==> config.mk <==
export PLATFORM = sky130hd
export DESIGN_NAME = fpmul_src
export DESIGN_NICKNAME = d
export VERILOG_FILES = /design/src/rtl/fpmul_src.sv
export SDC_FILE = /design/constraint.sdc
export NUM_CORES = 1
export LEC_CHECK = 0
export CORE_ASPECT_RATIO = 0.6
export CORE_UTILIZATION = 52
export CTS_CLUSTER_DIAMETER = 150
export CTS_CLUSTER_SIZE = 25
export DETAILED_ROUTE_END_ITERATION = 12
export PLACE_DENSITY_LB_ADDON = 0.05
export SLEW_MARGIN = 20
export SYNTH_ARGS = -nofsm -noshare
export SYNTH_HDL_FRONTEND = slang
export SYNTH_SLANG_ARGS = --single-unit
==> constraint.sdc <==
create_clock -name clk -period 3.2 [get_ports clk]
set_input_delay 0.64 -clock clk [delete_from_list [all_inputs] [get_ports clk]]
set_output_delay 0.64 -clock clk [all_outputs]
set_load 0.01 [all_outputs]
==> src/rtl/fpmul_src.sv <==
// Operand source for a floating-point multiplier: generates LFSR-based IEEE-754
// operand pairs, drives them over a valid/ready port and folds the products into a signature.
module fpmul_src #(
  parameter int unsigned N_TXN   = 16,
  parameter logic [31:0] SEED    = 32'hACE1_2345,
  parameter int unsigned TIMEOUT = 64
) (
  input  logic        clk,
  input  logic        rst_n,
  input  logic        start,
  output logic [31:0] a_o,
  output logic [31:0] b_o,
  output logic        in_valid_o,
  input  logic        in_ready_i,
  input  logic [31:0] res_i,
  input  logic        res_valid_i,
  output logic        res_ready_o,
  output logic        busy,
  output logic        done,
  output logic        timeout_err,
  output logic [15:0] txn_cnt,
  output logic [31:0] signature
);

  typedef enum logic [2:0] {
    S_IDLE     = 3'd0,
    S_GEN_A    = 3'd1,
    S_GEN_B    = 3'd2,
    S_SEND     = 3'd3,
    S_WAIT_RES = 3'd4,
    S_DONE     = 3'd5
  } state_t;

  localparam logic [31:0] LFSR_TAPS = 32'h8020_0003;
  localparam logic [15:0] N_TXN_W   = 16'(N_TXN);
  localparam logic [15:0] WAIT_LAST = 16'(TIMEOUT - 1);

  state_t      state_r;
  logic [31:0] lfsr_r;
  logic [15:0] wait_r;

  function automatic logic [31:0] lfsr_step(input logic [31:0] v);
    return {1'b0, v[31:1]} ^ (v[0] ? LFSR_TAPS : 32'h0000_0000);
  endfunction

  // Keep operands finite and normal: no Inf/NaN and no zero/denormal exponents.
  function automatic logic [31:0] sanitise(input logic [31:0] v);
    logic [7:0] e;
    e = (v[30:23] == 8'hFF) ? 8'hFE :
        (v[30:23] == 8'h00) ? 8'h01 : v[30:23];
    return {v[31], e, v[22:0]};
  endfunction

  // Sequencer: operand generation, both handshakes, capture and timeout supervision.
  always_ff @(posedge clk or negedge rst_n) begin
    if (!rst_n) begin
      state_r     <= S_IDLE;
      lfsr_r      <= SEED;
      wait_r      <= 16'd0;
      a_o         <= 32'd0;
      b_o         <= 32'd0;
      in_valid_o  <= 1'b0;
      res_ready_o <= 1'b0;
      busy        <= 1'b0;
      done        <= 1'b0;
      timeout_err <= 1'b0;
      txn_cnt     <= 16'd0;
      signature   <= 32'd0;
    end else begin
      case (state_r)
        S_IDLE, S_DONE: begin
          if (start) begin
            state_r     <= S_GEN_A;
            busy        <= 1'b1;
            done        <= 1'b0;
            timeout_err <= 1'b0;
            txn_cnt     <= 16'd0;
            signature   <= 32'd0;
            wait_r      <= 16'd0;
          end
        end
        S_GEN_A: begin
          a_o     <= sanitise(lfsr_r);
          lfsr_r  <= lfsr_step(lfsr_r);
          state_r <= S_GEN_B;
        end
        S_GEN_B: begin
          b_o        <= sanitise(lfsr_r);
          lfsr_r     <= lfsr_step(lfsr_r);
          in_valid_o <= 1'b1;
          wait_r     <= 16'd0;
          state_r    <= S_SEND;
        end
        S_SEND: begin
          if (in_valid_o && in_ready_i) begin
            in_valid_o  <= 1'b0;
            res_ready_o <= 1'b1;
            wait_r      <= 16'd0;
            state_r     <= S_WAIT_RES;
          end else if (wait_r == WAIT_LAST) begin
            in_valid_o  <= 1'b0;
            timeout_err <= 1'b1;
            busy        <= 1'b0;
            done        <= 1'b1;
            state_r     <= S_DONE;
          end else begin
            wait_r <= wait_r + 16'd1;
          end
        end
        S_WAIT_RES: begin
          if (res_valid_i && res_ready_o) begin
            res_ready_o <= 1'b0;
            signature   <= {signature[30:0], signature[31]} ^ res_i;
            txn_cnt     <= txn_cnt + 16'd1;
            if (16'(txn_cnt + 16'd1) == N_TXN_W) begin
              busy    <= 1'b0;
              done    <= 1'b1;
              state_r <= S_DONE;
            end else begin
              state_r <= S_GEN_A;
            end
          end else if (wait_r == WAIT_LAST) begin
            res_ready_o <= 1'b0;
            timeout_err <= 1'b1;
            busy        <= 1'b0;
            done        <= 1'b1;
            state_r     <= S_DONE;
          end else begin
            wait_r <= wait_r + 16'd1;
          end
        end
        default: begin
          state_r     <= S_IDLE;
          in_valid_o  <= 1'b0;
          res_ready_o <= 1'b0;
          busy        <= 1'b0;
          done        <= 1'b0;
        end
      endcase
    end
  end

endmodule

==> results.md, run 1 <==
- Maximum clock frequency: 404 MHz
- Cell area after synthesis: 0.00762 mm²
- CTS tree: built
- Mean Syn Cell Area: 11.6 µm²
- First-pass GRT wire length: 27500 µm
- Final Hold Vio Count: 0
- Antenna violations before repair: 0
- VDD IR-drop max: 0.358 mV
- Crit-path slowest cell: dfrtp_1
- CTS root buf: clkbuf_16
- Vias: 5561
- Crit path cell chain: ha_1, and3_1, nor4b_1, o21bai_2, a2111oi_4, a31oi_1, a211o_1
- Leading area contributor after synthesis: dfrtp_1
- RSZ-0062 raised after global routing: no
- Die height: 95.8 µm
- Status: finished, final reports clean
- Final net count: 849
- Overall routing resource usage: 0.236
- Startpoint types: flop
- Cts bufs inserted: 17
- Top-count cell post-synth: dfrtp_1
- Post-CTS Setup Bufs: 0
- Net Count, Synth: 696
- Worst-path clk slew: 0.07 ns
- Die Width: 158 µm
- Worst Path Max Fanout: 9
- Flop pwr share: 0.407
- Clk_lat worst skew: 0.42 ns
- Total power: 6.24 mW
- Distinct cells, synth: 60
- DRT Pass-1 Iters: 4
- Met1 wire length: 8580 µm
- Initial core utilization: 0.546
- Worst-Margin Slew: 0.736 ns
- Vias/cell: 5.48
- Met3 wire length: 1210 µm
- Layout cells sized above 1: 0.212
- WP data required: 3.50 ns
- Setup TNS: 0 ns
- Synth top area cells: dfrtp_1 51%, mux2_2 13%, xnor2_1 5.3%
- Number of core rows: 33
- Buf+Inv Stages, Crit Path: 0
- Yosys warns: 0
- RePlAce Congestion: 0.867
- Switching fraction of total power: 0.325
- Share of synthesized registers carrying an async set or reset: 1.00
- Class of the worst hold path: input port to async pin
- Final min period: 2.48 ns
- Max Root-Sink Buffers: 2
- IO Count: 154
- Core ar.: 0.0140 mm²
- Post-synthesis sequential area ratio: 0.554
- Vias in the first global route: 5256
- Final HPWL DP: 11800 µm
- Slew Limit Fails: 0
- CTS sink count: 168
- R2R cell count: 7
- Clock skew: 0.0121 ns
- Leakage: 4.34 nW
- # hold bufs at CTS: 0
- Drt wl/cell: 16.8 µm
- Placed inst area: 0.00937 mm²
- Port-buffer cells: 153
- Design Area, Final: 0.00998 mm²
- Comb power frac: 0.259
- Post-CTS Resized: 0
- Die area: 0.0152 mm²
- Main synth FF type: dfrtp_1
- Psw: 2.03 mW
- Cells after synthesis: 656
- Hold Worst Slack: 0.159 ns
- CP arrival: 2.78 ns
- Largest net degree at the start of global routing: 80
- Fin crit share: 0.774
- H-tree Lvls: 4
- FF+latch count, synth: 168
- Max cap viols: 0
- Finish-stage setup viols: 0
- CP max stage delay: 0.47 ns
- WP depth: 7
- DRC Markers: 0
- Max Used Layer: met4
- Synth top area share: 0.506
- Post-Route WL: 17100 µm
- Routed wl met2: 7180 µm
- Drt initial violations: 287
- Number of synthesized flops with an enable pin: 0
- GR Overflow Total: 0
- Critical path type: flop to flop
- Clk pwr share: 0.335
- CP delay by family, top: compound AO/OA/AOI/OAI gates
- Pwr Density: 625 mW/mm²
- Rel. slew slack: 0.509
- Synthesis-to-finish area growth: 31.0%
- Kind of end point of the critical path: flop
- Commonest cells in the netlist: 154 x dfrtp_1, 89 x mux2_2, 64 x o21ai_0
- Internal power: 4.21 mW
- N_diodes: 0
- Number of nets with antenna violations after routing: 0
[cell usage in the layout (no fill, tap or decap), types with 3 or more instances in the layout]
cell type,count
a21oi_1,16
a31oi_1,6
and2_1,4
and3_1,4
buf_4,15
clkbuf_16,17
clkdlybuf4s50_1,152
clkinv_4,3
clkinv_8,3
dfrtp_1,154
dfstp_2,14
ha_1,3
inv_1,8
inv_6,3
inv_8,4
mux2_1,4
mux2_2,89
nand2_1,63
nand3_1,10
nand3_2,3
nand4_1,9
nor2_1,34
nor3_1,15
nor4_1,7
nor4_2,3
nor4b_1,3
o211ai_1,3
o21ai_0,64
o21ai_1,4
o31ai_1,9
xnor2_1,46
xor2_1,5
[logic make-up (layout without fill, tap and decap cells)]
kind of cell	count (synthesis)	count (layout)	share of synthesized area
XOR/XNOR	51	51	0.0586
adder cells (fa/ha/maj)	3	3	0.00493
buffers and inverters	44	210	0.0281
flip-flops	168	168	0.554
multiplexers	94	94	0.139
AND/OR/NAND/NOR	175	175	0.119
AO/OA/AOI/OAI	121	121	0.0966
[routing by layer]
layer | GRT usage | vias up
met2 | 0.333 | 198
met3 | 0.0612 | 13
met1 | 0.359 | 2706
met5 | 0 | -
met4 | 0.0609 | 0
li1 | - | 2644
[power by group through the flow]
stage | Sequential [mW] | Clock [mW] | Combinational [mW]
after floorplan | 2.53 | 0 | 0.996
after global placement | 2.56 | 0 | 1.59
after detailed placement | 2.57 | 0 | 1.62
after CTS | 2.53 | 2.12 | 1.62
after global routing | 2.57 | 2.21 | 1.76
final | 2.54 | 2.09 | 1.61
[final timing paths]
| path | start | end | slack, ns |
|---|---|---|---|
| min in group clk | lfsr_r[21] | lfsr_r[21] | 0.50 |
| setup / recovery | txn_cnt[0] | busy | 0.72 |
| max in group asynchronous | rst_n | lfsr_r[6] | 2.22 |
| hold / removal | rst_n | a_o[25] | 0.16 |
| setup reg to reg | txn_cnt[0] | busy | 0.72 |
| hold reg to reg | lfsr_r[21] | lfsr_r[21] | 0.50 |
[flip-flops by register name (all words and copies together), names as in the netlist]
register     cells
a_o             32
b_o             32
lfsr_r          32
signature       32
txn_cnt         16
wait_r          16
state_r          3
busy             1
done             1
in_valid_o       1
res_ready_o      1
timeout_err      1
[area by class of cell]
| type | instances | area, µm² |
|---|---|---|
| clock buffers | 18 | 439 |
| multi-input cells | 444 | 3210 |
| repair buffers | 169 | 1670 |
| flip-flops and latches | 168 | 4220 |
| clock inverters | 14 | 176 |
| inverters | 9 | 33.8 |
| well taps | 192 | 240 |
| fillers | 1036 | 3970 |
[stage by stage]
stage	worst slack [ns]	util	std cells
finish	0.725	0.715	1014
global route	0.561	0.715	1014
CTS	0.743	0.715	1014
detailed placement	0.442	0.671	982
global placement	0.575	0.671	982
floorplan	0.942	-	656
No activity file was read; power rests on OpenSTA's default activity.
==> run 2, diff against run 1 <==
==> constraint.sdc (replaced) <==
create_clock -name clk -period 2.55 [get_ports clk]
set_input_delay 0.51 -clock clk [delete_from_list [all_inputs] [get_ports clk]]
set_output_delay 0.51 -clock clk [all_outputs]
set_load 0.01 [all_outputs]
==> results.md, run 2 (synthesis results as in run 1) <==
- Crit-path slowest cell: nor2_2
- DRT Pass-1 Iters: 5
- Drt wl/cell: 17.5 µm
- Final HPWL DP: 12400 µm
- Overall routing resource usage: 0.259
- Post-Route WL: 18000 µm
- Max Root-Sink Buffers: 2
- Final net count: 865
- DRC Markers: 0
- Class of the worst hold path: input port to async pin
- CTS tree: built
- Status: finished, final reports clean
- Kind of end point of the critical path: flop
- Fin crit share: 0.917
- IO Count: 154
- CP max stage delay: 0.79 ns
- Post-route setup slack: 0.212 ns
- Die height: 95.8 µm
- CP delay by family, top: simple AND/OR/NAND/NOR gates
- Psw: 2.69 mW
- Critical path type: flop to flop
- Most frequent cells in the layout: 153 x dfrtp_1, 152 x clkdlybuf4s50_1, 89 x mux2_2
- Pwr Density: 784 mW/mm²
- WP data required: 2.85 ns
- GR Overflow Total: 0
- CTS sink count: 168
- Synthesis-to-finish area growth: 33.3%
- Vias/cell: 5.53
- Commonest non-fill, non-tap cell in the layout: dfrtp_1
- CP arrival: 2.64 ns
- Final Hold Vio Count: 0
- Maximum clock frequency: 428 MHz
- First-pass GRT wire length: 29900 µm
- Total power: 7.97 mW
- Final min period: 2.34 ns
- Slew Limit Fails: 0
- Placed Cells: 998
- Clk pwr share: 0.328
- N_diodes: 0
- Worst-Margin Slew: 1.01 ns
- RSZ-0062 raised after global routing: no
- VDD IR-drop max: 0.669 mV
- Worst Path Max Fanout: 17
- RePlAce Congestion: 0.868
- CTS root buf: clkbuf_16
- Vias: 5696
- Vias in the first global route: 5585
- Buf+Inv Stages, Crit Path: 3
- Switching fraction of total power: 0.337
- Worst-path clk slew: 0.08 ns
- Port-buffer cells: 153
- Antenna violations before repair: 0
- H-tree Lvls: 4
- Comb power frac: 0.280
- Startpoint types: flop
- # fillers: 993
- Largest net degree at the start of global routing: 62
- Hold Worst Slack: 0.0547 ns
- Clk_lat worst skew: 0.42 ns
- Die Width: 158 µm
- Rel. slew slack: 0.323
- Initial core utilization: 0.546
- Finish-stage setup viols: 0
- Max cap viols: 0
- Clock skew: 0.0132 ns
- Drt initial violations: 444
- Leakage: 4.43 nW
- Internal power: 5.28 mW
- Post-route non-filler standard cell count: 1030
- Layout cells sized above 1: 0.229
- Setup TNS: 0 ns
- Core ar.: 0.0140 mm²
- Flop pwr share: 0.392
- Number of core rows: 33
- Die area: 0.0152 mm²
- Number of nets with antenna violations after routing: 0
- Cts bufs inserted: 17
- Crit path cell chain: buf_4, inv_1, nor3_4, nor2_2, buf_12, mux2_2
- Setup slack at placement: -0.161 ns
==> run 2: cell count changes in the layout (fill, tap and decap cells not counted), sizes merged <==
cell,previous run,this run
clkbuf,18,17
inv,16,15
bufinv,1,0
buf,17,33
clkinvlp,0,2
clkinv,6,7
==> run 2: timing repair <==
item / 4_1_cts / 5_1_grt
endpoints found under the setup margin: 0 / 1
hold buffers: 0 / 0
buffers inserted: 0 / 0
resized for setup: 0 / 2
==> run 2: layout make-up <==
type	count	area, µm²	area share
well taps	192	240	0.0237
repair buffers	185	1820	0.180
clock buffers	17	425	0.0419
multi-input cells	444	3210	0.316
inverters	9	33.8	0.00333
flip-flops and latches	168	4220	0.416
clock inverters	15	196	0.0193
==> run 2: final timing paths <==
check,start,endpoint,slack [ns],cells after the start
max,state_r[0],lfsr_r[3],0.21,6
min,rst_n,b_o[19],0.05,1
max reg2reg,state_r[0],lfsr_r[3],0.21,6
min reg2reg,b_o[19],b_o[19],0.51,1
max in group asynchronous,rst_n,signature[3],1.71,2
min in group clk,b_o[19],b_o[19],0.51,1
==> run 2: metal layers <==
metal	vias to the layer above	GRT usage	routed length, µm
met5	-	0	0
met4	0	0.0657	104
met3	10	0.0608	1150
met2	197	0.367	7670
met1	2823	0.398	9120
li1	2666	-	-
==> run 2: power groups by stage <==
stage	Sequential, mW	Clock, mW	Combinational, mW
floorplan	3.18	0	1.25
global placement	3.16	0	2.20
detailed placement	3.16	0	2.24
CTS	3.11	2.66	2.25
global route	3.15	2.78	2.44
finish	3.12	2.61	2.23
==> run 2: through the flow <==
| step | instance area, µm² | utilization |
|---|---|---|
| 2_1_floorplan | 7620 | - |
| 3_3_place_gp | 9530 | 0.683 |
| 3_5_place_dp | 9530 | 0.683 |
| 4_1_cts | 10100 | 0.727 |
| 5_1_grt | 10200 | 0.728 |
| 6_report | 10200 | 0.728 |
==> run 3, diff against run 2 <==
--- a/config.mk
+++ b/config.mk
@@ -5,7 +5,7 @@
 export SDC_FILE = /design/constraint.sdc
 export NUM_CORES = 1
 export LEC_CHECK = 0
-export CORE_ASPECT_RATIO = 0.6
+export CORE_ASPECT_RATIO = 1.75
 export CORE_UTILIZATION = 52
 export CTS_CLUSTER_DIAMETER = 150
 export CTS_CLUSTER_SIZE = 25
==> results.md, run 3 (synthesis results as in run 1) <==
- Finish-stage setup viols: 0
- Placed inst area: 0.00944 mm²
- CTS tree: built
- Cts bufs inserted: 17
- Setup TNS: 0 ns
- # fillers: 1102
- Vias in the first global route: 5823
- Die Width: 93.5 µm
- Rel. slew slack: 0.544
- Status: finished, final reports clean
- Design Area, Final: 0.0100 mm²
- CP arrival: 2.61 ns
- Critical path type: flop to flop
- N_diodes: 0
- R2R cell count: 7
- Fin crit share: 0.905
- CTS sink count: 168
- Vias: 5610
- IO Count: 154
- Leakage: 4.37 nW
- Vias/cell: 5.57
- Final net count: 855
- Core ar.: 0.0144 mm²
- Die area: 0.0152 mm²
- Startpoint types: flop
- Total power: 7.72 mW
- # hold bufs at CTS: 0
- Final Hold Vio Count: 0
- Kind of end point of the critical path: flop
- Antenna violations before repair: 0
- Synthesis-to-finish area growth: 31.5%
- Initial core utilization: 0.530
- Clock skew: 0.0121 ns
- Reg area: 0.00422 mm²
- Max cap viols: 0
- RePlAce Congestion: 0.866
- Area of the multi-input gates: 0.00321 mm²
- Post-CTS Setup Bufs: 0
- WP data required: 2.85 ns
- Worst-path clk slew: 0.08 ns
- RSZ-0062 raised after global routing: no
- Drt initial violations: 204
- Max Root-Sink Buffers: 2
- Number of core rows: 58
- CTS root buf: clkbuf_16
- Final min period: 2.31 ns
- Port-buffer cells: 153
- CP max stage delay: 0.39 ns
- Post-CTS Resized: 0
- Post-route non-filler standard cell count: 1008
- First-pass GRT wire length: 28000 µm
- Class of the worst hold path: input port to async pin
- Commonest non-fill, non-tap cell in the layout: dfrtp_1
- Final HPWL DP: 12000 µm
- Post-Route WL: 17100 µm
- Largest net degree at the start of global routing: 72
- Crit path cell chain: ha_1, and3_1, nor4b_1, o21bai_2, a2111oi_4, a31oi_1, a211o_1
- Crit-path slowest cell: dfrtp_1
- Most frequent cells in the layout: 154 x dfrtp_1, 152 x clkdlybuf4s50_1, 89 x mux2_2
- Layout Utilization: 0.697
- Drt wl/cell: 17.0 µm
- Layout cells sized above 1: 0.216
- Worst-Margin Slew: 0.684 ns
- Overall routing resource usage: 0.237
- H-tree Lvls: 4
- Clk_lat worst skew: 0.42 ns
- VDD IR-drop max: 0.502 mV
- Pwr Density: 771 mW/mm²
- Die height: 162 µm
- Maximum clock frequency: 433 MHz
- GR Overflow Total: 0
- Number of nets with antenna violations after routing: 0
- DRC Markers: 0
- Worst Path Max Fanout: 6
- Placed Cells: 976
- DRT Pass-1 Iters: 4
- Slew Limit Fails: 0
## run 3: area by class of cell
| class | instances | share of cell area |
|---|---|---|
| Tap cell | 180 | 0.0225 |
| Multi-Input combinational cell | 444 | 0.320 |
| Inverter | 9 | 0.00337 |
| Clock buffer | 18 | 0.0428 |
| Clock inverter | 14 | 0.0152 |
| Timing Repair Buffer | 175 | 0.174 |
| Sequential cell | 168 | 0.421 |
## run 3: power by group
part	internal, mW	leakage [nW]	total (mW)	switching [mW]
clock network	1.31	0.286	2.51	1.19
registers	2.87	2.27	3.14	0.276
logic	1.01	1.82	2.07	1.06
total	5.19	4.37	7.72	2.53
## run 3: path summary, 6_finish.rpt
check	start	slack, ns	endpoint
max in group asynchronous	rst_n	1.71	a_o[20]
hold reg to reg	b_o[5]	0.51	b_o[5]
hold / removal	rst_n	0.11	a_o[3]
min in group clk	b_o[5]	0.51	b_o[5]
setup / recovery	txn_cnt[0]	0.24	busy
setup reg to reg	txn_cnt[0]	0.24	busy
## run 3: stage by stage
step	hold WS (ns)	setup WS, ns
detailed placement	0.494	0.147
global placement	0.489	0.211
CTS	0.118	0.240
finish	0.110	0.241
floorplan	0.214	0.292
global route	0.136	0.0744
## run 3: routing by layer
| metal | wire length [µm] | vias up | part of all wire | track usage |
|---|---|---|---|---|
| met3 | 892 | 18 | 0.052 | 0.0669 |
| li1 | - | 2635 | - | - |
| met5 | 0 | - | 0 | 0 |
| met2 | 9530 | 141 | 0.56 | 0.436 |
| met4 | 230 | 0 | 0.013 | 0.0720 |
| met1 | 6480 | 2816 | 0.38 | 0.259 |
## run 3: worst max-delay path: cells and delay by family (launching register included)
family                     cells  cell delay (ns)
AOI/OAI and AO/OA              4             0.93
and+or+nand+nor                2             0.59
DFF                            1             0.39
adders and majority gates      1             0.27
